### config.mk
export PLATFORM = sky130hd
export DESIGN_NAME = fetch_unit
export DESIGN_NICKNAME = d
export VERILOG_FILES = /design/src/rtl/fetch_unit.sv
export SDC_FILE = /design/constraint.sdc
export NUM_CORES = 1
export LEC_CHECK = 0
export CORE_MARGIN = 1
export CORE_UTILIZATION = 30
export DETAILED_ROUTE_END_ITERATION = 10
export PLACE_DENSITY_LB_ADDON = 0.25
export SLEW_MARGIN = 20
export SYNTH_ARGS = -nofsm -noshare
export SYNTH_HDL_FRONTEND = slang
export SYNTH_SLANG_ARGS = --single-unit
### constraint.sdc
create_clock -name CLK -period 7.9 [get_ports CLK]
set_input_delay 2.37 -clock CLK [delete_from_list [all_inputs] [get_ports CLK]]
set_output_delay 2.37 -clock CLK [all_outputs]
set_load 0.01 [all_outputs]
### src/rtl/fetch_unit.sv
// ---------------------------------------------------------------------------
// fetch_unit -- instruction fetch PC sequencer
//
// Holds the program counter and issues instruction fetches. The PC advances
// by 4 on each accepted fetch. It can be redirected to a branch or jump
// target. It stops permanently when decode sees a HALT.
//
// Ports
//   CLK            in   clock, all state updates on its rising edge
//   nRST           in   asynchronous active-low reset
//   ihit           in   imemload is valid for the current imemaddr
//   stall          in   hazard unit holds fetch; IF/ID does not capture
//   redirect_en    in   a later stage resolved a taken branch/jump
//   redirect_addr  in   [31:0] target PC, valid with redirect_en
//   halt           in   decode holds a HALT instruction
//   imemREN        out  instruction read enable
//   imemaddr       out  [31:0] fetch address (current PC)
//   NPC            out  [31:0] PC+4 for the IF/ID latch
//   fetch_valid    out  fetched word accepted, PC advances this cycle
//   flush          out  IF/ID contents are wrong-path, clear this cycle
//
// State       | meaning
// ------------+-------------------------------------------------------------
// FETCH       | normal sequential fetch
// REDIR_WAIT  | redirect arrived during a miss; imemaddr is held until the
//             | outstanding access returns, then the PC jumps to pend_q
// HALTED      | HALT retired; no fetch, all inputs ignored until reset
// ---------------------------------------------------------------------------
module fetch_unit #(
  parameter logic [31:0] PC_INIT = 32'h0000_0000
) (
  input  logic        CLK,
  input  logic        nRST,
  input  logic        ihit,
  input  logic        stall,
  input  logic        redirect_en,
  input  logic [31:0] redirect_addr,
  input  logic        halt,
  output logic        imemREN,
  output logic [31:0] imemaddr,
  output logic [31:0] NPC,
  output logic        fetch_valid,
  output logic        flush
);

  typedef enum logic [1:0] {
    FETCH      = 2'd0,
    REDIR_WAIT = 2'd1,
    HALTED     = 2'd2
  } state_t;

  state_t      state_q, state_d;
  logic [31:0] pc_q, pc_d;
  logic [31:0] pend_q, pend_d;
  logic        fetch_valid_raw;
  logic        flush_raw;

  always_ff @(posedge CLK or negedge nRST) begin
    if (!nRST) begin
      state_q <= FETCH;
      pc_q    <= PC_INIT;
      pend_q  <= 32'h0;
    end else begin
      state_q <= state_d;
      pc_q    <= pc_d;
      pend_q  <= pend_d;
    end
  end

  // Priority within an active state: redirect > stall > halt > ihit.
  // A halt arriving under stall waits until the stall clears, so a held
  // pipeline sees no side effects.
  always_comb begin
    state_d         = state_q;
    pc_d            = pc_q;
    pend_d          = pend_q;
    fetch_valid_raw = 1'b0;
    flush_raw       = 1'b0;

    case (state_q)
      FETCH: begin
        if (redirect_en) begin
          flush_raw = 1'b1;
          if (ihit) begin
            pc_d = redirect_addr;
          end else begin
            // keep imemaddr stable for the outstanding access
            pend_d  = redirect_addr;
            state_d = REDIR_WAIT;
          end
        end else if (stall) begin
          // hold
        end else if (halt) begin
          state_d = HALTED;
          pend_d  = 32'h0;
        end else if (ihit) begin
          fetch_valid_raw = 1'b1;
          pc_d            = pc_q + 32'd4;
        end
      end

      REDIR_WAIT: begin
        if (redirect_en) begin
          // newest redirect always wins over the older pending target
          flush_raw = 1'b1;
          pend_d    = redirect_addr;
          if (ihit) begin
            pc_d    = redirect_addr;
            state_d = FETCH;
          end
        end else if (stall) begin
          // hold
        end else if (halt) begin
          state_d = HALTED;
          pend_d  = 32'h0;
        end else if (ihit) begin
          pc_d    = pend_q;
          state_d = FETCH;
        end
      end

      HALTED: begin
        // terminal until reset
      end

      default: begin
        // unreachable encoding: recover to a clean fetch
        state_d = FETCH;
        pend_d  = 32'h0;
      end
    endcase
  end

  assign imemaddr = pc_q;
  assign NPC      = pc_q + 32'd4;
  assign imemREN  = (state_q != HALTED);

  // Reset forces the handshake outputs low even though inputs may toggle.
  assign fetch_valid = fetch_valid_raw & nRST;
  assign flush       = flush_raw & nRST;

endmodule

==> impl_table.tex <==
\begin{tabular}{lr}
\hline
Metric & Value \\
\hline
\multicolumn{2}{l}{\textbf{Floorplanning}} \\
\quad Core outline area & $\sim$15000 um2 \\
\quad Die span in x & between 100 and 150 um \\
\quad Chip height & between 100 and 150 um \\
\quad IO Pins & between 100 and 150 \\
\quad Starting Density & 0.309 \\
\quad Die area & 15500 um2 \\
\quad FP Rows & 44 \\
\multicolumn{2}{l}{\textbf{Placed design}} \\
\quad Worst slack at placement & about 1.2 ns \\
\quad Total placed instance area & 5660 um2 \\
\quad Routability congestion estimate from global placement & $\sim$0.84 \\
\quad Port Buf Inserts & 104 \\
\quad Placed wire-length estimate after detailed placement & about 10000 um \\
\multicolumn{2}{l}{\textbf{Setup path}} \\
\quad Crit path launch type & input port \\
\quad Kind of end point of the critical path & primary output \\
\quad Reg-to-reg endpoint & imemaddr[20] \\
\quad Largest driver fanout on the critical path & 5 \\
\quad Kind of critical path & in2out \\
\quad Reg2Reg Setup Slack & about 5.0 ns \\
\quad Data arrival time of the worst path & $\sim$4.3 ns \\
\quad Critical path required time & 5.53 ns \\
\quad Worst-case reg-to-reg path depth & 4 \\
\quad Worst R2R Start & state\_q[1] \\
\multicolumn{2}{l}{\textbf{Synth}} \\
\quad Post-synth cell types & 62 \\
\quad Async set-or-reset flop fraction in the synthesized netlist & 1.00 \\
\quad Cell area after technology mapping & 4510 um2 \\
\quad Share of the synthesized area in the top cell type & 0.366 \\
\quad Number of synthesized flops with an enable pin & 0 \\
\quad Post-synthesis cell type with the largest combined area & dfrtp\_1 \\
\quad Synthesized flop and latch total & between 60 and 70 \\
\quad Mean Syn Cell Area & 8.58 um2 \\
\quad Synth Instances & about 530 \\
\quad Post-Synthesis Net Count & 564 \\
\quad Synthesis warning total & 0 \\
\quad Primary FF master, synth & dfrtp\_1 \\
\quad Top cells by area in the synthesized netlist & dfrtp\_1 37\%, nand2\_1 6.7\%, mux2i\_1 6.4\%, o21ai\_0 4.0\%, xnor2\_1 3.7\% \\
\quad Sequential cell area fraction in the yosys report & 0.366 \\
\multicolumn{2}{l}{\textbf{Drt}} \\
\quad Pre-antenna DRT Iters & 5 \\
\quad Initial DRC count & approximately 400 \\
\quad Via count normalized by instance count & 5.56 \\
\quad Via count & about 4400 \\
\quad ANT nets after route & 0 \\
\quad Overall routed net length & $\sim$15000 um \\
\quad Post-route DRC & 0 \\
\quad Average wire per standard cell & 19.2 um \\
\multicolumn{2}{l}{\textbf{Clock network}} \\
\quad PostCTS Resize Cnt & 0 \\
\quad CTS root buf & clkbuf\_16 \\
\quad Worst-case clock buffer depth & 2 \\
\quad Number of buffers created by CTS & 9 \\
\quad H-Tree Depth & 3 \\
\quad CTS hold repair buffers & 0 \\
\quad Sinks on the clock net & between 60 and 70 \\
\quad Clock tree from TritonCTS & done \\
\quad Clock Latency Late Sink & 0.34 ns \\
\quad Clock slew seen by the registers of the worst setup and hold paths & approximately 0.05 ns \\
\quad Number of setup buffers added after CTS & 0 \\
\multicolumn{2}{l}{\textbf{Cells and area}} \\
\quad Post-route cell area & between 5000 and 6000 um2 \\
\quad Fill count & 1460 \\
\quad Count of antenna diodes in the layout & 0 \\
\quad Layout cells sized above 1 & 0.0695 \\
\quad Core Util, Final & 0.405 \\
\quad Area growth from synthesis to final layout & 31.1\% \\
\quad Post-layout nets & 639 \\
\quad Multi-input logic area & around 2600 um2 \\
\quad Combined flip-flop and latch cell area & 1650 um2 \\
\multicolumn{2}{l}{\textbf{Power}} \\
\quad Leakage component of the power & 0.00231 uW \\
\quad Cell Pwr Density & between 300 and 400 nW/um2 \\
\quad Maximum VDD drop & between 100 and 150 uV \\
\multicolumn{2}{l}{\textbf{Worst hold path}} \\
\quad Hold Crit Start & pend\_q[24] \\
\quad Path category of the worst min-delay check & reg2reg \\
\quad Hold endpoint & pend\_q[24] \\
\quad Hold depth & 2 \\
\multicolumn{2}{l}{\textbf{Timing}} \\
\quad Final Critical Period & between 6 and 7 ns \\
\quad Worst Max-Slew Pin Slew & approximately 0.96 ns \\
\quad Setup tns final & 0 ns \\
\quad Achievable clock frequency & 0.149 GHz \\
\quad Max Clock Skew & between 0.005 and 0.006 ns \\
\quad Setup Viol. Count Final & 0 \\
\quad Endpoints failing hold & 0 \\
\quad RSZ-0062 raised after global routing & no \\
\quad Final cycle utilization of the critical path & 0.848 \\
\quad Final max-slew violation count & 0 \\
\quad Worst hold margin & between 0.4 and 0.5 ns \\
\quad Final worst setup slack & 1.20 ns \\
\quad Headroom to the max-slew limit & 0.356 \\
\multicolumn{2}{l}{\textbf{Global routing}} \\
\quad Overall fraction of global-route tracks in use & 0.197 \\
\quad Overflow left after global routing & 0 \\
\quad Antenna violations before repair & 0 \\
\quad Vias in the first global route & approximately 4300 \\
\quad Maximum number of pins on one net before global-route repair & 67 \\
\quad Global-route wire length before repair & about 24000 um \\
\multicolumn{2}{l}{\textbf{Outcome}} \\
\quad Run status & completed \\
\multicolumn{2}{l}{\textbf{Flow run}} \\
\quad Number of maximum-capacitance violations & 0 \\
\hline
\end{tabular}
-- report_power, final --
group / leakage [uW] / internal, uW / total (uW) / switching (uW)
Clock: 0.000129 / 208 / 354 / 146
Combinational: 0.00137 / 560 / 1070 / 505
Sequential: 0.000811 / 476 / 713 / 237
-- state kept, by name (all words and copies together) (netlist names) --
signal	cells
pend_q	32
imemaddr	32
state_q	2
-- logic make-up (layout without fill, tap and decap cells) --
logic type	Yosys count	in the layout	share of synthesized area
muxes	32	32	0.0719
buffers and inverters	55	134	0.0511
AOI/OAI and AO/OA	131	131	0.202
adders and majority gates	1	1	0.00278
DFF	66	66	0.366
xor gates and xnor gates	28	28	0.0544
and+or+nand+nor	212	212	0.251
-- Yosys cell counts, drive strengths merged, types with 3 or more instances --
cell type	n
nand2	82
dfrtp	66
o21ai	36
clkbuf	35
mux2i	29
o22ai	25
nand3	24
xnor2	19
nand2b	17
buf	15
nor2	14
o211ai	13
and3	12
nor4	12
nand4	11
and4	9
xor2	9
a21oi	7
a2bb2oi	7
or4	7
a22oi	6
a22o	5
and2	5
inv	5
o211a	5
nor2b	4
or2	4
or3	4
mux2	3
o311ai	3
-- layout by cell type (no fill, tap or decap), drive strengths merged, types with 3 or more instances in the layout --
master | netlist | final
clkdlybuf4s50 | 0 | 103
nand2 | 82 | 82
dfrtp | 66 | 66
o21ai | 36 | 36
mux2i | 29 | 29
o22ai | 25 | 25
nand3 | 24 | 24
xnor2 | 19 | 19
nand2b | 17 | 17
nor2 | 14 | 14
o211ai | 13 | 13
and3 | 12 | 12
nor4 | 12 | 12
buf | 15 | 11
nand4 | 11 | 11
clkbuf | 35 | 11
and4 | 9 | 9
xor2 | 9 | 9
or4 | 7 | 7
a21oi | 7 | 7
a2bb2oi | 7 | 7
a22oi | 6 | 6
inv | 5 | 5
a22o | 5 | 5
o211a | 5 | 5
and2 | 5 | 5
nor2b | 4 | 4
or3 | 4 | 4
clkinv | 0 | 4
or2 | 4 | 4
mux2 | 3 | 3
o311ai | 3 | 3
-- layout make-up --
cell class | instances | area share
Inverter | 5 | 0.00318
Sequential cell | 66 | 0.280
Clock buffer | 11 | 0.0394
Multi-Input combinational cell | 404 | 0.447
Tap cell | 184 | 0.0390
Clock inverter | 4 | 0.00339
Timing Repair Buffer | 114 | 0.188
-- critical path: stages --
cell and delay, ns:
clkdlybuf4s50_1 0.48, nor3b_1 0.44, nand2_1 0.22, nor3b_1 0.25, clkdlybuf4s50_1 0.57
-- per-stage QoR --
step	std cells	power, uW
2_1_floorplan	525	1250
3_3_place_gp	773	1760
3_5_place_dp	773	1780
4_1_cts	788	2140
5_1_grt	788	2270
6_report	788	2130
-- worst max path at each step --
stage,from,to,cells past startpoint
2_1_floorplan,ihit,fetch_valid,4
3_5_place_dp,halt,fetch_valid,5
5_1_grt,halt,fetch_valid,5
4_1_cts,halt,fetch_valid,5
3_3_place_gp,halt,fetch_valid,5
6_report,stall,fetch_valid,5
-- layer usage --
layer | GRT usage | up-vias | share of wire
li1 | - | 2083 | -
met1 | 0.268 | 2109 | 0.45
met2 | 0.299 | 163 | 0.47
met3 | 0.0374 | 27 | 0.061
met4 | 0.0964 | 0 | 0.026
met5 | 0 | - | 0
No activity file was read; power rests on OpenSTA's default activity.
